===== src/rtl/phaser_out_tap_ctrl_pkg.sv =====
// Shared definitions for the PHASER_OUT tap-stepping controller: widths,
// parameter limits, FSM state type and the one-tap step helper.
`timescale 1ns/1ps
package phaser_out_ctrl_pkg;

  localparam int unsigned TAP_W        = 6;
  localparam int unsigned CNT_W        = 9;
  localparam int unsigned PACE_W       = 4;
  localparam int unsigned STEP_GAP_MIN = 1;
  localparam int unsigned STEP_GAP_MAX = 15;
  localparam int unsigned RD_LAT_MIN   = 1;
  localparam int unsigned RD_LAT_MAX   = 7;

  typedef enum logic [2:0] {
    ST_IDLE,
    ST_COARSE_STEP,
    ST_FINE_STEP,
    ST_GAP,
    ST_READ,
    ST_WAIT_RD,
    ST_FIN
  } state_e;

  // One tap toward tgt; callers only use it when cur != tgt, so no wrap.
  function automatic logic [TAP_W-1:0] tap_toward(input logic [TAP_W-1:0] cur,
                                                  input logic [TAP_W-1:0] tgt);
    return (tgt > cur) ? cur + TAP_W'(1) : cur - TAP_W'(1);
  endfunction

endpackage


===== src/rtl/phaser_out_tap_ctrl_if.sv =====
// Request/response handshake plus PHASER_OUT control and status pins.
`timescale 1ns/1ps
interface phaser_out_tap_ctrl_if;
  import phaser_out_ctrl_pkg::*;

  logic             REQ_VALID;
  logic             REQ_READY;
  logic [TAP_W-1:0] REQ_FINE;
  logic [TAP_W-1:0] REQ_COARSE;
  logic             DONE;
  logic             ERR;
  logic [TAP_W-1:0] CUR_FINE;
  logic [TAP_W-1:0] CUR_COARSE;
  logic [CNT_W-1:0] RB_VAL;
  logic             FINEENABLE;
  logic             FINEINC;
  logic             COARSEENABLE;
  logic             COARSEINC;
  logic             COUNTERREADEN;
  logic             FINEOVERFLOW;
  logic             COARSEOVERFLOW;
  logic [CNT_W-1:0] COUNTERREADVAL;

  modport master (
    output REQ_VALID, REQ_FINE, REQ_COARSE, FINEOVERFLOW, COARSEOVERFLOW, COUNTERREADVAL,
    input  REQ_READY, DONE, ERR, CUR_FINE, CUR_COARSE, RB_VAL,
           FINEENABLE, FINEINC, COARSEENABLE, COARSEINC, COUNTERREADEN
  );

  modport slave (
    input  REQ_VALID, REQ_FINE, REQ_COARSE, FINEOVERFLOW, COARSEOVERFLOW, COUNTERREADVAL,
    output REQ_READY, DONE, ERR, CUR_FINE, CUR_COARSE, RB_VAL,
           FINEENABLE, FINEINC, COARSEENABLE, COARSEINC, COUNTERREADEN
  );
endinterface


===== src/rtl/phaser_out_tap_ctrl_step_pacer.sv =====
// Loadable down-counter with zero flag; paces tap gaps and readback latency.
`timescale 1ns/1ps
module step_pacer
  import phaser_out_ctrl_pkg::*;
(
  input  logic              clk_i,
  input  logic              rst_n_i,
  input  logic              load_i,
  input  logic [PACE_W-1:0] load_val_i,
  output logic              zero_o
);

  logic [PACE_W-1:0] cnt_q;

  always_ff @(posedge clk_i or negedge rst_n_i) begin
    if (!rst_n_i) begin
      cnt_q <= '0;
    end else if (load_i) begin
      cnt_q <= load_val_i;
    end else if (cnt_q != '0) begin
      cnt_q <= cnt_q - PACE_W'(1);
    end
  end

  assign zero_o = (cnt_q == '0);

endmodule


===== src/rtl/phaser_out_tap_ctrl.sv =====
// Steps PHASER_OUT coarse then fine taps one at a time toward a requested
// target, then reads back the delay counter and reports completion.
`timescale 1ns/1ps
module phaser_out_tap_ctrl
  import phaser_out_ctrl_pkg::*;
#(
  parameter int unsigned STEP_GAP    = 8,
  parameter int unsigned RD_LAT      = 2,
  parameter int unsigned INIT_FINE   = 0,
  parameter int unsigned INIT_COARSE = 0
) (
  input logic                SYSCLK,
  input logic                RST_N,
  phaser_out_tap_ctrl_if.slave po
);

  localparam logic [TAP_W-1:0]  INIT_F      = TAP_W'(INIT_FINE);
  localparam logic [TAP_W-1:0]  INIT_C      = TAP_W'(INIT_COARSE);
  // Fine steps pass back through COARSE_STEP after GAP, so their gap is one
  // cycle shorter; both tap kinds then repeat every STEP_GAP+2 cycles.
  localparam logic [PACE_W-1:0] PACE_COARSE = PACE_W'(STEP_GAP);
  localparam logic [PACE_W-1:0] PACE_FINE   = PACE_W'(STEP_GAP - 1);
  localparam logic [PACE_W-1:0] PACE_RD     = PACE_W'(RD_LAT);

  state_e           state_q;
  logic             ready_q, done_q, err_q;
  logic             cen_q, cinc_q, fen_q, finc_q, rden_q;
  logic [CNT_W-1:0] rb_q;
  logic [TAP_W-1:0] cur_f_q, cur_c_q, tgt_f_q, tgt_c_q;

  logic              ovf;
  logic              pace_load_d;
  logic [PACE_W-1:0] pace_val_d;
  logic              pace_zero;

  assign ovf = po.FINEOVERFLOW | po.COARSEOVERFLOW;

  always_comb begin
    pace_load_d = 1'b0;
    pace_val_d  = '0;
    unique case (state_q)
      ST_COARSE_STEP: if (!ovf && tgt_c_q != cur_c_q) begin
        pace_load_d = 1'b1;
        pace_val_d  = PACE_COARSE;
      end
      ST_FINE_STEP: if (!ovf && tgt_f_q != cur_f_q) begin
        pace_load_d = 1'b1;
        pace_val_d  = PACE_FINE;
      end
      ST_READ: begin
        pace_load_d = 1'b1;
        pace_val_d  = PACE_RD;
      end
      default: ;
    endcase
  end

  step_pacer u_pacer (
    .clk_i      (SYSCLK),
    .rst_n_i    (RST_N),
    .load_i     (pace_load_d),
    .load_val_i (pace_val_d),
    .zero_o     (pace_zero)
  );

  always_ff @(posedge SYSCLK or negedge RST_N) begin
    if (!RST_N) begin
      state_q <= ST_IDLE;
      ready_q <= 1'b0;
      done_q  <= 1'b0;
      err_q   <= 1'b0;
      cen_q   <= 1'b0;
      cinc_q  <= 1'b0;
      fen_q   <= 1'b0;
      finc_q  <= 1'b0;
      rden_q  <= 1'b0;
      rb_q    <= '0;
      cur_f_q <= INIT_F;
      cur_c_q <= INIT_C;
      tgt_f_q <= INIT_F;
      tgt_c_q <= INIT_C;
    end else begin
      done_q <= 1'b0;
      cen_q  <= 1'b0;
      cinc_q <= 1'b0;
      fen_q  <= 1'b0;
      finc_q <= 1'b0;
      rden_q <= 1'b0;
      unique case (state_q)
        ST_IDLE: begin
          ready_q <= 1'b1;
          if (po.REQ_VALID && ready_q) begin
            ready_q <= 1'b0;
            tgt_f_q <= po.REQ_FINE;
            tgt_c_q <= po.REQ_COARSE;
            err_q   <= 1'b0;
            state_q <= ST_COARSE_STEP;
          end
        end
        ST_COARSE_STEP: begin
          if (ovf) begin
            err_q   <= 1'b1;
            state_q <= ST_READ;
          end else if (tgt_c_q != cur_c_q) begin
            cen_q   <= 1'b1;
            cinc_q  <= (tgt_c_q > cur_c_q);
            cur_c_q <= tap_toward(cur_c_q, tgt_c_q);
            state_q <= ST_GAP;
          end else begin
            state_q <= ST_FINE_STEP;
          end
        end
        ST_FINE_STEP: begin
          if (ovf) begin
            err_q   <= 1'b1;
            state_q <= ST_READ;
          end else if (tgt_f_q != cur_f_q) begin
            fen_q   <= 1'b1;
            finc_q  <= (tgt_f_q > cur_f_q);
            cur_f_q <= tap_toward(cur_f_q, tgt_f_q);
            state_q <= ST_GAP;
          end else begin
            state_q <= ST_READ;
          end
        end
        ST_GAP: begin
          if (ovf) begin
            err_q   <= 1'b1;
            state_q <= ST_READ;
          end else if (pace_zero) begin
            state_q <= ST_COARSE_STEP;
          end
        end
        ST_READ: begin
          if (ovf) err_q <= 1'b1;
          rden_q  <= 1'b1;
          state_q <= ST_WAIT_RD;
        end
        ST_WAIT_RD: begin
          if (ovf) err_q <= 1'b1;
          if (pace_zero) begin
            rb_q    <= po.COUNTERREADVAL;
            done_q  <= 1'b1;
            state_q <= ST_FIN;
          end
        end
        ST_FIN: begin
          if (ovf) err_q <= 1'b1;
          ready_q <= 1'b1;
          state_q <= ST_IDLE;
        end
        default: state_q <= ST_IDLE;
      endcase
    end
  end

  assign po.REQ_READY     = ready_q;
  assign po.DONE          = done_q;
  assign po.ERR           = err_q;
  assign po.CUR_FINE      = cur_f_q;
  assign po.CUR_COARSE    = cur_c_q;
  assign po.RB_VAL        = rb_q;
  assign po.FINEENABLE    = fen_q;
  assign po.FINEINC       = finc_q;
  assign po.COARSEENABLE  = cen_q;
  assign po.COARSEINC     = cinc_q;
  assign po.COUNTERREADEN = rden_q;

endmodule


===== src/flat_wrapper.sv =====
// flat-port wrapper written by rule: the top's interface ports become plain ports
module phaser_out_tap_ctrl_flat import phaser_out_ctrl_pkg::*;
#(
  parameter int unsigned STEP_GAP    = 8,
  parameter int unsigned RD_LAT      = 2,
  parameter int unsigned INIT_FINE   = 0,
  parameter int unsigned INIT_COARSE = 0
)
  (SYSCLK, RST_N, po_REQ_VALID, po_REQ_FINE, po_REQ_COARSE, po_FINEOVERFLOW, po_COARSEOVERFLOW, po_COUNTERREADVAL, po_REQ_READY, po_DONE, po_ERR, po_CUR_FINE, po_CUR_COARSE, po_RB_VAL, po_FINEENABLE, po_FINEINC, po_COARSEENABLE, po_COARSEINC, po_COUNTERREADEN);
  phaser_out_tap_ctrl_if po_i ();
  input logic SYSCLK;
  input logic RST_N;
  input wire logic [$bits(po_i.REQ_VALID)-1:0] po_REQ_VALID;
  input wire logic [$bits(po_i.REQ_FINE)-1:0] po_REQ_FINE;
  input wire logic [$bits(po_i.REQ_COARSE)-1:0] po_REQ_COARSE;
  input wire logic [$bits(po_i.FINEOVERFLOW)-1:0] po_FINEOVERFLOW;
  input wire logic [$bits(po_i.COARSEOVERFLOW)-1:0] po_COARSEOVERFLOW;
  input wire logic [$bits(po_i.COUNTERREADVAL)-1:0] po_COUNTERREADVAL;
  output wire logic [$bits(po_i.REQ_READY)-1:0] po_REQ_READY;
  output wire logic [$bits(po_i.DONE)-1:0] po_DONE;
  output wire logic [$bits(po_i.ERR)-1:0] po_ERR;
  output wire logic [$bits(po_i.CUR_FINE)-1:0] po_CUR_FINE;
  output wire logic [$bits(po_i.CUR_COARSE)-1:0] po_CUR_COARSE;
  output wire logic [$bits(po_i.RB_VAL)-1:0] po_RB_VAL;
  output wire logic [$bits(po_i.FINEENABLE)-1:0] po_FINEENABLE;
  output wire logic [$bits(po_i.FINEINC)-1:0] po_FINEINC;
  output wire logic [$bits(po_i.COARSEENABLE)-1:0] po_COARSEENABLE;
  output wire logic [$bits(po_i.COARSEINC)-1:0] po_COARSEINC;
  output wire logic [$bits(po_i.COUNTERREADEN)-1:0] po_COUNTERREADEN;
  assign po_i.REQ_VALID = po_REQ_VALID;
  assign po_i.REQ_FINE = po_REQ_FINE;
  assign po_i.REQ_COARSE = po_REQ_COARSE;
  assign po_i.FINEOVERFLOW = po_FINEOVERFLOW;
  assign po_i.COARSEOVERFLOW = po_COARSEOVERFLOW;
  assign po_i.COUNTERREADVAL = po_COUNTERREADVAL;
  assign po_REQ_READY = po_i.REQ_READY;
  assign po_DONE = po_i.DONE;
  assign po_ERR = po_i.ERR;
  assign po_CUR_FINE = po_i.CUR_FINE;
  assign po_CUR_COARSE = po_i.CUR_COARSE;
  assign po_RB_VAL = po_i.RB_VAL;
  assign po_FINEENABLE = po_i.FINEENABLE;
  assign po_FINEINC = po_i.FINEINC;
  assign po_COARSEENABLE = po_i.COARSEENABLE;
  assign po_COARSEINC = po_i.COARSEINC;
  assign po_COUNTERREADEN = po_i.COUNTERREADEN;
  phaser_out_tap_ctrl #(.STEP_GAP(STEP_GAP), .RD_LAT(RD_LAT), .INIT_FINE(INIT_FINE), .INIT_COARSE(INIT_COARSE)) u_core (.SYSCLK(SYSCLK), .RST_N(RST_N), .po(po_i));
endmodule

===== config.mk =====
export PLATFORM = sky130hd
export DESIGN_NAME = phaser_out_tap_ctrl_flat
export DESIGN_NICKNAME = d
export VERILOG_FILES = /design/src/rtl/phaser_out_tap_ctrl_pkg.sv /design/src/rtl/phaser_out_tap_ctrl_if.sv /design/src/rtl/phaser_out_tap_ctrl_step_pacer.sv /design/src/rtl/phaser_out_tap_ctrl.sv /design/src/flat_wrapper.sv
export SDC_FILE = /design/constraint.sdc
export NUM_CORES = 1
export LEC_CHECK = 0
export CAP_MARGIN = 20
export CORE_AREA = 2 2 71 73
export CTS_BUF_LIST = sky130_fd_sc_hd__clkbuf_8
export CTS_CLUSTER_SIZE = 16
export DETAILED_ROUTE_END_ITERATION = 12
export DIE_AREA = 0 0 73 75
export PLACE_DENSITY = 0.85
export SLEW_MARGIN = 0
export SYNTH_ARGS = -nofsm -noshare
export SYNTH_HDL_FRONTEND = slang
export SYNTH_HIERARCHICAL = 1
export SYNTH_SLANG_ARGS = --single-unit

===== constraint.sdc =====
create_clock -name SYSCLK -period 7.3 [get_ports SYSCLK]
set_input_delay 0.73 -clock SYSCLK [delete_from_list [all_inputs] [get_ports SYSCLK]]
set_output_delay 0.73 -clock SYSCLK [all_outputs]
set_load 0.03 [all_outputs]

## Word-level counts from Yosys, hierarchy flattened

Cells that the tools add are included.

- Bits in registers: 48
- Logic and storage cells: 92

- Add/sub/neg operators: 5
- $lt $le $gt $ge: 2
- Equal/unequal tests: 12
- Muxes and demuxes: 39
- Bitwise logic cells: 2
- Reductions and logical operators: 17

Operator list:

| kind | count |
|---|---|
| $mux 3 | 8 |
| $mux 1 | 21 |
| $pmux 3 s6 | 1 |
| $add 6x1->6 const B | 2 |
| $gt 6x6->1 | 2 |
| $mux 4 | 3 |
| $mux 6 | 2 |
| $ne 6x6->1 | 2 |
| $pmux 4 s3 | 1 |
| $reduce_and 3->1 | 4 |
| $sub 6x1->6 const B | 2 |
| $eq 3x3->1 const B | 3 |
| $eq 3x2->1 const B | 2 |
| $ne 2x1->1 const B | 3 |
| $reduce_bool 2->1 | 3 |
| $reduce_or 6->1 | 1 |
| $logic_not 4->1 | 1 |
| $pmux 1 s2 | 2 |
| $reduce_and 2->1 | 2 |
| $reduce_bool 4->1 | 1 |
| $sub 4x1->4 const B | 1 |
| $eq 3x1->1 const B | 1 |
| $logic_and 1x1->1 | 3 |
| $logic_not 3->1 | 1 |
| other kinds (5) | 5 |

## Logic depth before layout (Yosys ltp)

- Word-level depth: 6
- Mapped depth: 13
- Gate-level depth less buffers: 13

## Modules after synthesis

The synthesis kept the hierarchy.

By module, submodules not included:

| module | times used | cells each | area each (sq um) | sequential area each (sq um) |
|---|---|---|---|---|
| phaser_out_tap_ctrl | 1 | 233 | 2372.3 | 1101.1 |
| step_pacer | 1 | 22 | 234.0 | 100.1 |

## Worst setup path before layout

OpenSTA, ideal clock, no wires.

- Kind: flip-flop to flip-flop
- From: register u_core.cur_c_q[4] (netlist: u_core/po.CUR_COARSE[4])
- To: register u_core.cur_c_q[5] (netlist: u_core/po.CUR_COARSE[5])
- Arrival time: 2752 ps
- Required time: 7178 ps
- Setup slack: 4425 ps
- Stages on the path, launching flop included: 14
- Cell sequence: dfrtp_1 inv_1 ha_1 a21oi_1 nand2_1 a211oi_1 or2_2 ha_1 a211oi_1 o21bai_1 a21oi_1 xor2_1 nor2_2 xnor2_1

- Longest elaborated chain between the ends: 2
- Elaborated cells between the ends (all ways): 6
- Those cells by class: add/sub: 2; order compare: 1; eq/ne: 1; mux: 1; reduce/logical: 1

RTL lines:

| what | line | text |
|---|---|---|
| start, declared | phaser_out_tap_ctrl.sv:29 | `logic [TAP_W-1:0] cur_f_q, cur_c_q, tgt_f_q, tgt_c_q;` |
| start signal, assigned | phaser_out_tap_ctrl.sv:107 | `cur_c_q <= tap_toward(cur_c_q, tgt_c_q);` |
| $sub 6x1->6, or another cell as far along | phaser_out_tap_ctrl_pkg.sv:27 | `return (tgt > cur) ? cur + TAP_W'(1) : cur - TAP_W'(1);` |
| $mux 6 or $reduce_and 3->1 (tied branches) | n/a |  |

Parallel ways exist; a longest one is shown, timed or not.
A chain may end at the register's enable or synchronous reset.

## Final worst setup path

Same ends and word-level chain as after synthesis.

==> results.py <==
metrics = {
    "global_route": {
        "grt_pass1_wl_um": 8930,
        "grtUsageTotal": 0.214,
        "grt_pass1_vias": 2033,
        "grt_max_degree": 49,
        "antenna_found_initial": 0,
        "grt_overflow": 0,
    },
    "power_and_ir_drop": {
        "seqPwrFrac": 0.307,
        "finalPower_uw": 1530,
        "intPower_uw": 866,
        "power_frac_comb": 0.571,
        "switchingPower_uw": 664,
        "leakagePower_uw": 0.00154,
        "p_per_area_nw_per_um2": 464,
        "clkPwrFrac": 0.122,
        "max-vdd-ir-drop_mv": 0.235,
        "sw_frac_of_total": 0.434,
    },
    "cts": {
        "cts_setup_buffers": 0,
        "path_clk_slew_ns": 0.08,
        "cts_inserted_buffers": 5,
        "clock_sinks": 48,
        "cts_resized": 0,
        "cts.htree.levels": 2,
        "ctsHoldBuffers": 0,
        "insertion_delay_ns": 0.30,
        "cts_tree": "yes",
        "cts.path.max_buffers": 2,
        "cts_root_buffer": "clkbuf_8",
    },
    "placed_design": {
        "gp_congestion": 0.808,
        "io_buffers": 54,
        "preCtsSetupSlack_ns": 4.26,
        "dpl_cell_area_um2": 3170,
        "dp_hpwl_um": 3830,
    },
    "logic_synthesis": {
        "synth_compound_area_frac": 0.119,
        "synth_mux_area_frac": 0.0682,
        "syn_avg_cell_area_um2": 10.2,
        "async_reset_ff_frac": 1.00,
        "yosysWarnings": 6,
        "ys.flop_type": "dfrtp_1",
        "yosysSeqAreaShare": 0.461,
        "synth_simple_gate_area_frac": 0.153,
        "ys_types": 46,
        "synthCells": 255,
        "synth_top_area_share": 0.461,
        "synth_top_area_cell": "dfrtp_1",
        "synthXorXnorAreaFrac": 0.0336,
        "syn_area_um2": 2610,
        "syn_nets": 304,
        "synth_area_leaders": "dfrtp_1 (46%), ha_1 (10%), mux2_2 (6.0%)",
        "yosys.area_share.adder": 0.116,
        "synth_top_family_by_area": "simple AND/OR/NAND/NOR gates",
        "synth-seq-cells": 48,
        "yosys.cell_count.top_type": "dfrtp_1",
        "ys_top_cells_by_count": "dfrtp_1 (48), nand2_1 (42), ha_1 (21)",
        "synth_edf_count": 0,
    },
    "floorplanning": {
        "ioPinCount": 55,
        "die-area_um2": 5480,
        "core_area_um2": 4660,
        "start_util": 0.559,
        "row_count": 25,
        "dieHeight_um": 75,
        "die_x_um": 73,
    },
    "critical_path": {
        "cp_max_fo": 5,
        "reg2reg_from": "u_core/po.CUR_COARSE[4]",
        "reg2reg_depth": 13,
        "required_ns": 7.49,
        "r2r-end": "u_core/po.CUR_COARSE[5]",
        "r2r_slack_ns": 4.20,
        "arrival_ns": 3.29,
        "start_kind": "flop",
        "critPathCaptureType": "flop",
        "critPathKind": "reg -> reg",
    },
    "run_status": {
        "status": "finished, final reports clean",
    },
    "layout": {
        "diodes": 0,
        "nNetsFinal": 360,
        "area_growth_pct": 26.5,
        "final_design_area_no_fill_um2": 3300,
        "layout-drive-gt1-share": 0.109,
    },
    "route": {
        "via_count": 2010,
        "firstDrtPassIters": 4,
        "via_per_inst": 5.49,
        "wl_um": 5250,
        "first_iter_violations": 104,
        "postRouteAntennaNets": 0,
        "drc": 0,
        "wl_per_cell_um": 14.3,
    },
    "hold_path": {
        "min_path_type": "in -> async",
    },
    "timing": {
        "timing.fmax_mhz": 322,
        "final_hold_viol_count": 0,
        "min_period_ns": 3.10,
        "rsz0062_at_grt": "no",
        "tightest_slew_ns": 0.685,
        "relSlewSlack": 0.542,
        "setup_viol": 0,
        "finalCritPeriodShare": 0.425,
        "finalClockSkew_ns": 0.00235,
        "tns_ns": 0,
        "layout_setup_ws_ns": 4.20,
        "drv_slew": 0,
    },
    "job": {
        "drv_cap": 0,
    },
}
cells in the final DEF (no fill, tap or decap), drive strengths merged, types with 5 or more instances in the layout:
master	instances
inv	19
a21oi	18
clkdlybuf4s50	53
nor2	11
xnor2	6
mux2	14
clkbuf	5
ha	21
a211oi	5
nand2	43
o21ai	16
dfrtp	48
final cells by class:
| type | instances | area [µm²] |
|---|---|---|
| Fill cell | 337 | 1360 |
| Multi-Input combinational cell | 180 | 1280 |
| Sequential cell | 48 | 1200 |
| Timing Repair Buffer | 55 | 556 |
| Inverter | 21 | 87.6 |
| Clock buffer | 5 | 68.8 |
| Tap cell | 54 | 67.6 |
| Clock inverter | 3 | 38.8 |
state kept, by name (all words and copies together), names as in the netlist, 3 cells and up:
register              cells
u_core/po.CUR_FINE        6
u_core/state_q            3
u_core/po.CUR_COARSE      6
u_core/tgt_c_q            6
u_core/po.RB_VAL          9
u_core/u_pacer/cnt_q      4
u_core/tgt_f_q            6
critical path: stages, from the launching register on:
cell and delay [ns]:
dfrtp_1 0.41, inv_1 0.06, ha_1 0.33, a21oi_1 0.14
nand2_1 0.08, a211oi_1 0.42, or2_2 0.26, ha_1 0.26
a211oi_1 0.28, o21bai_1 0.13, a21oi_1 0.22, xor2_1 0.22
nor2_2 0.06, xnor2_1 0.12
logic make-up after synthesis:
kind of cell    after synthesis
fa+ha+maj                    23
flops                        48
compound gates               53
mux                          16
simple gates                 78
buf+inv                      27
xor+xnor                     10
power groups by stage:
stage,registers (µW),clock network [µW],logic [µW]
6_report,469,187,874
2_1_floorplan,560,0,526
4_1_cts,470,194,872
3_3_place_gp,470,0,829
3_5_place_dp,474,0,867
5_1_grt,485,204,967
through the flow:
step | hold WS (ns) | util | instances
after global placement | 0.458 | 0.680 | 357
after global routing | 0.427 | 0.707 | 366
after detailed placement | 0.467 | 0.680 | 357
after CTS | 0.491 | 0.703 | 365
after floorplan | 0.434 | - | 255
final | 0.404 | 0.707 | 366
metal layers:
metal | vias to the layer above | global-route usage | part of all wire
met2 | 49 | 0.365 | 0.50
met1 | 965 | 0.263 | 0.45
met3 | 5 | 0.0509 | 0.041
met4 | 0 | 0.0844 | 0.011
met5 | - | 0 | 0
li1 | 991 | - | -
worst max-delay path by stage:
stage | from | end | slack, ns | cells past startpoint
after global placement | u_core/po.CUR_COARSE[4] | u_core/po.CUR_COARSE[5] | 4.38 | 13
after global routing | u_core/po.CUR_COARSE[4] | u_core/po.CUR_COARSE[5] | 4.10 | 13
after detailed placement | u_core/po.CUR_COARSE[4] | u_core/po.CUR_COARSE[5] | 4.26 | 13
after CTS | u_core/po.CUR_COARSE[4] | u_core/po.CUR_COARSE[5] | 4.23 | 13
after floorplan | u_core/po.CUR_COARSE[4] | u_core/po.CUR_COARSE[5] | 4.43 | 13
final | u_core/po.CUR_COARSE[4] | u_core/po.CUR_COARSE[5] | 4.20 | 13
Note: power is estimated with default switching activity, not from simulation.
